**src/rtl/fc_pkg.sv**
```systemverilog
// Shared types and default geometry for the FC tile sequencer.
// Optional watchdog is enabled with FC_SEQ_TIMEOUT_EN.
package fc_pkg;

  localparam int FC_ARRAY_DIM = 8;
  localparam int FC_MAX_TILES = 16;
  localparam int FC_IN_W      = 10;
  localparam int FC_DRAIN_CYC = FC_ARRAY_DIM + 1;
  localparam int FC_WD_W      = 16;

  typedef enum logic [2:0] {
    IDLE     = 3'd0,
    LOAD_W   = 3'd1,
    FEED     = 3'd2,
    DRAIN    = 3'd3,
    WAIT_ACC = 3'd4,
    DONE     = 3'd5
  } fc_seq_state_e;

  typedef logic [3:0] tile_cnt_t;
  typedef logic [6:0] node_cnt_t;

endpackage

```
**src/rtl/fc_tile_sequencer_if.sv**
```systemverilog
// Array / accumulator side of the FC tile sequencer: weight load, psum feed,
// layer geometry and the accumulator's last-beat pulse.
interface fc_tile_sequencer_if;
  import fc_pkg::*;

  node_cnt_t out_node_num_o;
  tile_cnt_t tile_num_o;
  logic      wload_req_o;
  logic      wload_ack_i;
  logic      feed_valid_o;
  logic      feed_ready_i;
  tile_cnt_t tile_idx_o;
  node_cnt_t node_idx_o;
  logic      acc_last_i;

  modport master (
    output out_node_num_o, tile_num_o, wload_req_o, feed_valid_o, tile_idx_o, node_idx_o,
    input  wload_ack_i, feed_ready_i, acc_last_i
  );

  modport slave (
    input  out_node_num_o, tile_num_o, wload_req_o, feed_valid_o, tile_idx_o, node_idx_o,
    output wload_ack_i, feed_ready_i, acc_last_i
  );

endinterface

```
**src/rtl/fc_seq_watchdog.sv**
```systemverilog
// Saturating watchdog counter: clear wins over enable, expire at all-ones.
// Instantiated by fc_tile_sequencer only when FC_SEQ_TIMEOUT_EN is defined.
module fc_seq_watchdog #(
  parameter int W = 16
) (
  input  logic clk,
  input  logic rst_n,
  input  logic clr_i,
  input  logic en_i,
  output logic expire_o
);

  logic [W-1:0] cnt_q, cnt_d;

  assign expire_o = (cnt_q == {W{1'b1}});

  always_comb begin
    cnt_d = cnt_q;
    if (clr_i)                cnt_d = '0;
    else if (en_i && !expire_o) cnt_d = cnt_q + W'(1);
  end

  always_ff @(posedge clk or negedge rst_n) begin
    if (!rst_n) cnt_q <= '0;
    else        cnt_q <= cnt_d;
  end

endmodule

```
**src/rtl/fc_tile_sequencer.sv**
```systemverilog
// Walks one FC layer tile by tile: weight load, psum feed, drain, then waits
// for the accumulator. FC_SEQ_TIMEOUT_EN adds a watchdog on LOAD_W/WAIT_ACC.
module fc_tile_sequencer
  import fc_pkg::*;
#(
  parameter int ARRAY_DIM = FC_ARRAY_DIM,
  parameter int MAX_TILES = FC_MAX_TILES,
  parameter int IN_W      = FC_IN_W,
  parameter int DRAIN_CYC = FC_DRAIN_CYC
) (
  input  logic                clk,
  input  logic                rst_n,
  input  logic                start_i,
  input  logic [IN_W-1:0]     in_len_i,
  input  node_cnt_t           out_len_i,
  output logic                busy_o,
  output logic                done_o,
  output logic                err_o,
  fc_tile_sequencer_if.master acc_if
);

  localparam int DW = $clog2(DRAIN_CYC + 1);
  localparam logic [IN_W:0] MAX_LEN = (IN_W+1)'(ARRAY_DIM * MAX_TILES);
  localparam logic [IN_W:0] DIM_W   = (IN_W+1)'(ARRAY_DIM);

  fc_seq_state_e  state_q, state_d;
  tile_cnt_t      tile_idx_q, tile_idx_d;
  node_cnt_t      node_idx_q, node_idx_d;
  node_cnt_t      out_len_q, out_len_d;
  tile_cnt_t      tile_num_q, tile_num_d;
  tile_cnt_t      tiles_m1_q, tiles_m1_d;
  logic [DW-1:0]  drain_cnt_q, drain_cnt_d;
  logic           feed_valid_q, feed_valid_d;
  logic           err_q, err_d;

  logic           cfg_ok;
  logic [IN_W:0]  tiles_w;
  tile_cnt_t      tiles_calc;
  logic           feed_hs;
  logic           wd_expire;

  // 16 tiles wraps to 4'd0 in tile_num_o; tiles-1 still lands on 15.
  assign tiles_w    = ({1'b0, in_len_i} + DIM_W - (IN_W+1)'(1)) / DIM_W;
  assign tiles_calc = tile_cnt_t'(tiles_w);
  assign cfg_ok     = (in_len_i != '0) && ({1'b0, in_len_i} <= MAX_LEN) && (out_len_i != '0);
  assign feed_hs    = feed_valid_q && acc_if.feed_ready_i;

`ifdef FC_SEQ_TIMEOUT_EN
  logic wd_clr, wd_en;

  assign wd_en  = (state_q == LOAD_W) || (state_q == WAIT_ACC);
  assign wd_clr = (state_d != state_q);

  fc_seq_watchdog #(.W(FC_WD_W)) u_wd (
    .clk      (clk),
    .rst_n    (rst_n),
    .clr_i    (wd_clr),
    .en_i     (wd_en),
    .expire_o (wd_expire)
  );
`else
  assign wd_expire = 1'b0;
`endif

  always_comb begin
    state_d      = state_q;
    tile_idx_d   = tile_idx_q;
    node_idx_d   = node_idx_q;
    out_len_d    = out_len_q;
    tile_num_d   = tile_num_q;
    tiles_m1_d   = tiles_m1_q;
    drain_cnt_d  = drain_cnt_q;
    feed_valid_d = feed_valid_q;
    err_d        = 1'b0;

    case (state_q)
      IDLE: begin
        if (start_i) begin
          if (cfg_ok) begin
            state_d    = LOAD_W;
            out_len_d  = out_len_i;
            tile_num_d = tiles_calc;
            tiles_m1_d = tiles_calc - tile_cnt_t'(1);
            tile_idx_d = '0;
            node_idx_d = '0;
          end else begin
            err_d = 1'b1;
          end
        end
      end

      LOAD_W: begin
        if (acc_if.wload_ack_i) begin
          state_d    = FEED;
          node_idx_d = '0;
        end
      end

      // feed_valid is registered, so the first FEED cycle is a bubble that
      // separates the weight-load ack from the first psum beat.
      FEED: begin
        feed_valid_d = 1'b1;
        if (feed_hs) begin
          if (node_idx_q == out_len_q - node_cnt_t'(1)) begin
            state_d      = DRAIN;
            feed_valid_d = 1'b0;
            drain_cnt_d  = '0;
          end else begin
            node_idx_d = node_idx_q + node_cnt_t'(1);
          end
        end
      end

      DRAIN: begin
        drain_cnt_d = drain_cnt_q + DW'(1);
        if (drain_cnt_q == DW'(DRAIN_CYC - 1)) begin
          if (tile_idx_q == tiles_m1_q) begin
            state_d = WAIT_ACC;
          end else begin
            state_d    = LOAD_W;
            tile_idx_d = tile_idx_q + tile_cnt_t'(1);
          end
        end
      end

      WAIT_ACC: begin
        if (acc_if.acc_last_i) state_d = DONE;
      end

      DONE:    state_d = IDLE;
      default: state_d = IDLE;
    endcase

    if (wd_expire && ((state_q == LOAD_W) || (state_q == WAIT_ACC))) begin
      state_d      = IDLE;
      err_d        = 1'b1;
      feed_valid_d = 1'b0;
    end
  end

  always_ff @(posedge clk or negedge rst_n) begin
    if (!rst_n) begin
      state_q      <= IDLE;
      tile_idx_q   <= '0;
      node_idx_q   <= '0;
      out_len_q    <= '0;
      tile_num_q   <= '0;
      tiles_m1_q   <= '0;
      drain_cnt_q  <= '0;
      feed_valid_q <= 1'b0;
      err_q        <= 1'b0;
    end else begin
      state_q      <= state_d;
      tile_idx_q   <= tile_idx_d;
      node_idx_q   <= node_idx_d;
      out_len_q    <= out_len_d;
      tile_num_q   <= tile_num_d;
      tiles_m1_q   <= tiles_m1_d;
      drain_cnt_q  <= drain_cnt_d;
      feed_valid_q <= feed_valid_d;
      err_q        <= err_d;
    end
  end

  assign busy_o = (state_q == LOAD_W) || (state_q == FEED) ||
                  (state_q == DRAIN)  || (state_q == WAIT_ACC);
  assign done_o = (state_q == DONE);
  assign err_o  = err_q;

  assign acc_if.wload_req_o    = (state_q == LOAD_W);
  assign acc_if.feed_valid_o   = feed_valid_q;
  assign acc_if.tile_idx_o     = tile_idx_q;
  assign acc_if.node_idx_o     = node_idx_q;
  assign acc_if.out_node_num_o = out_len_q;
  assign acc_if.tile_num_o     = tile_num_q;

endmodule
```
**src/flat_wrapper.sv**
```systemverilog
// flat-port wrapper written by rule: the top's interface ports become plain ports
module fc_tile_sequencer_flat import fc_pkg::*;
#(
  parameter int ARRAY_DIM = FC_ARRAY_DIM,
  parameter int MAX_TILES = FC_MAX_TILES,
  parameter int IN_W      = FC_IN_W,
  parameter int DRAIN_CYC = FC_DRAIN_CYC
)
  (clk, rst_n, start_i, in_len_i, out_len_i, busy_o, done_o, err_o, acc_if_out_node_num_o, acc_if_tile_num_o, acc_if_wload_req_o, acc_if_feed_valid_o, acc_if_tile_idx_o, acc_if_node_idx_o, acc_if_wload_ack_i, acc_if_feed_ready_i, acc_if_acc_last_i);
  fc_tile_sequencer_if acc_if_i ();
  input  logic clk;
  input  logic rst_n;
  input  logic start_i;
  input  logic [IN_W-1:0] in_len_i;
  input  node_cnt_t out_len_i;
  output logic busy_o;
  output logic done_o;
  output logic err_o;
  output wire logic [$bits(acc_if_i.out_node_num_o)-1:0] acc_if_out_node_num_o;
  output wire logic [$bits(acc_if_i.tile_num_o)-1:0] acc_if_tile_num_o;
  output wire logic [$bits(acc_if_i.wload_req_o)-1:0] acc_if_wload_req_o;
  output wire logic [$bits(acc_if_i.feed_valid_o)-1:0] acc_if_feed_valid_o;
  output wire logic [$bits(acc_if_i.tile_idx_o)-1:0] acc_if_tile_idx_o;
  output wire logic [$bits(acc_if_i.node_idx_o)-1:0] acc_if_node_idx_o;
  input wire logic [$bits(acc_if_i.wload_ack_i)-1:0] acc_if_wload_ack_i;
  input wire logic [$bits(acc_if_i.feed_ready_i)-1:0] acc_if_feed_ready_i;
  input wire logic [$bits(acc_if_i.acc_last_i)-1:0] acc_if_acc_last_i;
  assign acc_if_out_node_num_o = acc_if_i.out_node_num_o;
  assign acc_if_tile_num_o = acc_if_i.tile_num_o;
  assign acc_if_wload_req_o = acc_if_i.wload_req_o;
  assign acc_if_feed_valid_o = acc_if_i.feed_valid_o;
  assign acc_if_tile_idx_o = acc_if_i.tile_idx_o;
  assign acc_if_node_idx_o = acc_if_i.node_idx_o;
  assign acc_if_i.wload_ack_i = acc_if_wload_ack_i;
  assign acc_if_i.feed_ready_i = acc_if_feed_ready_i;
  assign acc_if_i.acc_last_i = acc_if_acc_last_i;
  fc_tile_sequencer #(.ARRAY_DIM(ARRAY_DIM), .MAX_TILES(MAX_TILES), .IN_W(IN_W), .DRAIN_CYC(DRAIN_CYC)) u_core (.clk(clk), .rst_n(rst_n), .start_i(start_i), .in_len_i(in_len_i), .out_len_i(out_len_i), .busy_o(busy_o), .done_o(done_o), .err_o(err_o), .acc_if(acc_if_i));
endmodule
```
**config.mk**
```make
export PLATFORM = sky130hd
export DESIGN_NAME = fc_tile_sequencer_flat
export DESIGN_NICKNAME = d
export VERILOG_FILES = /design/src/rtl/fc_pkg.sv /design/src/rtl/fc_tile_sequencer_if.sv /design/src/rtl/fc_seq_watchdog.sv /design/src/rtl/fc_tile_sequencer.sv /design/src/flat_wrapper.sv
export SDC_FILE = /design/constraint.sdc
export NUM_CORES = 1
export LEC_CHECK = 0
export ABC_CLOCK_PERIOD_IN_PS = 3910
export CAP_MARGIN = 30
export CORE_ASPECT_RATIO = 2
export CORE_MARGIN = 2
export CORE_UTILIZATION = 45
export CTS_CLUSTER_DIAMETER = 100
export DETAILED_ROUTE_END_ITERATION = 10
export PLACE_DENSITY = 0.73
export SYNTH_ARGS = -nofsm -noshare
export SYNTH_HDL_FRONTEND = slang
export SYNTH_SLANG_ARGS = --single-unit
```
**constraint.sdc**
```tcl
create_clock -name clk -period 3.91 [get_ports clk]
set_input_delay 0.782 -clock clk [delete_from_list [all_inputs] [get_ports clk]]
set_output_delay 0.782 -clock clk [all_outputs]
set_load 0.1 [all_outputs]
```
==> metrics.cfg <==
[status]
status=complete, no violations

[synth]
synth_flop_cell=dfrtp_1
avgSynthCellArea_um2=9.63
async_flop_share_pct=100
synthTopCellsByArea=dfrtp_1 (41%), mux2_1 (5.2%), xnor2_1 (3.7%)
synth_nets=253
netlist_instances=224
ys_seq_area_share_pct=40.6
synth_cell_types=53
synth_area_mm2=0.00216
synth_edf_count=0
ys_warn_count=0
synth-seq-cells=35
synth_top_area_share_pct=40.6
yosys.area.top_type=dfrtp_1

[route]
routedWlPerCell_um=14.6
viasPerCell=5.52
drc=0
antenna_left=0
vias=1811
drt_iter0_drc=11
drtPass1Iterations=4
routed_wl_mm=4.80

[timing]
period_share_pct=78.7
period_needed_ps=3080
relSlewSlack_pct=34.8
max_freq_ghz=0.325
setup_tns_ps=0
finClkSkew_ps=4.86
tightest_slew_ps=975
finalSetupViolations=0
final-max-slew-violation-count=0
hold_viol_final=0
rsz0062_at_grt=false

[critical_path]
cp_slowest_cell=or4_4
cp_max_fo=16
rr_startpoint=u_core.acc_if.out_node_num_o[0]$_DFFE_PN0P_
slowest_delay_ps=550
rrSetupSlack_ps=1500
crit_start=in_len_i[3]
worstPathArrival_ps=3290
rr_worst_depth=8
worst-path-stages=8
r2r_end=u_core.drain_cnt_q[2]$_DFFE_PN0P_
cp-start-kind=primary input
critPathCapture=u_core.acc_if.tile_idx_o[2]$_DFFE_PN0P_
path_delay_family=simple AND/OR/NAND/NOR gates
cp_cell_sequence=clkdlybuf4s50_1 > or4_4 > or3_1 > nand3_2 > or2_1 > buf_4 > nand2_1 > mux2i_1
cp_data_required_time_ps=4120
endpoint_kind=flip-flop
path_class=primary input to flip-flop
crit_buf_inv=2

[grt]
grt_pass1_wl_mm=8.25
gr-total-overflow=0
grt_pass1_vias=1858
grt_start_max_net_pins=36
antenna_found_initial=0
grt_usage_pct=20.6

[finish]
syn_to_final_growth_pct=28.2
layout_common_cells=clkdlybuf4s50_1 (46), dfrtp_1 (35), nand2_1 (18)
final_common_cell=clkdlybuf4s50_1
utilization_pct=60.2
drive_gt1_share_pct=8.79
n_antenna_cell=0
nNetsFinal=302

[clock_tree]
cts.reportedPaths.clkPinSlew_ps=70
cts_root_buf=clkbuf_8
cts_buffer_depth=2
clk-insertion-delay-late_ps=280
hold_buffers=0
postCtsSetupRepairBufs=0
numClockSinks=35
numCtsBuffers=5
cts_resized=0
htree_levels=2
cts_tree=built

[place]
dp_hpwl_mm=3.77
gp_congestion=0.897
io_buffer_count=49

[die]
die_w_um=53.0
start_util_pct=46.9
coreArea_mm2=0.00460
io_pins=50
die_area_mm2=0.00540
die_h_um=102
rows=35

[worst_hold_path]
min_path_type=flip-flop to flip-flop

[flow_run]
cap_violations=0

layout make-up:
| type | count | area, um2 |
|---|---|---|
| Clock inverter | 1 | 5.00 |
| Tap cell | 55 | 68.8 |
| Multi-Input combinational cell | 170 | 1200 |
| Timing Repair Buffer | 51 | 498 |
| Fill cell | 416 | 1830 |
| Inverter | 10 | 37.5 |
| Clock buffer | 6 | 82.6 |
| Sequential cell | 35 | 876 |
routing by layer:
layer | track usage [%] | routed length, um | up-vias
met3 | 3.95 | 159 | 10
met2 | 36.6 | 2620 | 40
met1 | 21.4 | 1880 | 856
met4 | 12.2 | 138 | 0
met5 | 0 | 0 | -
li1 | - | - | 905
sequential cells by signal, indices dropped and copies added (netlist names):
name / count
u_core.acc_if.tile_idx_o: 4
u_core.tiles_m1_q: 4
u_core.acc_if.node_idx_o: 7
u_core.state_q: 3
u_core.drain_cnt_q: 4
u_core.acc_if.tile_num_o: 4
u_core.acc_if.feed_valid_o: 1
u_core.acc_if.out_node_num_o: 7
u_core.err_o: 1
worst min-delay path by stage:
stage,startpoint,to,slack [ps],depth (start not counted)
final,u_core.acc_if.tile_num_o[0]$_DFFE_PN0P_,u_core.acc_if.tile_num_o[0]$_DFFE_PN0P_,490,1
after global routing,u_core.acc_if.feed_valid_o$_DFFE_PN0P_,u_core.acc_if.feed_valid_o$_DFFE_PN0P_,520,2
after detailed placement,u_core.acc_if.tile_num_o[0]$_DFFE_PN0P_,u_core.acc_if.tile_num_o[0]$_DFFE_PN0P_,470,1
after global placement,u_core.acc_if.tile_num_o[0]$_DFFE_PN0P_,u_core.acc_if.tile_num_o[0]$_DFFE_PN0P_,460,1
after floorplan,u_core.tiles_m1_q[1]$_DFFE_PN0P_,u_core.tiles_m1_q[1]$_DFFE_PN0P_,480,2
after CTS,u_core.acc_if.tile_num_o[0]$_DFFE_PN0P_,u_core.acc_if.tile_num_o[0]$_DFFE_PN0P_,490,1
metrics by stage:
step	setup slack (ps)	hold slack (ps)	std cells	instance area, um2
after floorplan	847	476	224	2160
final	831	487	328	2770
after detailed placement	532	465	321	2680
after CTS	824	492	328	2770
after global placement	598	461	321	2680
after global routing	676	516	328	2770
synthesized netlist by cell type (all sizes together), types with 2 or more instances:
cell type,instances
dfrtp,35
nand2,18
nor2,17
mux2,11
inv,10
o21ai,10
xnor2,9
nand3,8
xor2,8
nand2b,7
a21oi,6
ha,6
nor3,6
or4,6
clkbuf,5
o31ai,5
or2,5
a22o,4
buf,4
nor4,4
o22ai,4
a21o,3
and2,3
mux2i,3
nand4,3
a21boi,2
and3,2
and3b,2
nor4b,2
o211ai,2
or3,2
worst reg2reg max path, delay by kind of cell, from the launching register on:
kind                     cells  cell delay, ps
AO/OA/AOI/OAI                3             780
AND/OR/NAND/NOR              3             840
buffers and inverters        1              80
adder cells (fa/ha/maj)      1             170
flip-flops                   1             430
cell families (layout without fill, tap and decap cells):
kind of cell | count (synthesis) | after routing | synth area share, %
AO/OA/AOI/OAI | 45 | 45 | 15.1
adder cells (fa/ha/maj) | 6 | 6 | 3.48
buffers and inverters | 19 | 68 | 3.83
AND/OR/NAND/NOR | 87 | 87 | 21.9
multiplexers | 15 | 15 | 8.18
XOR/XNOR | 17 | 17 | 6.90
flip-flops | 35 | 35 | 40.6
Power is not shown: default switching activity piles up to over one toggle a cycle in this logic, so the estimate is an artifact.
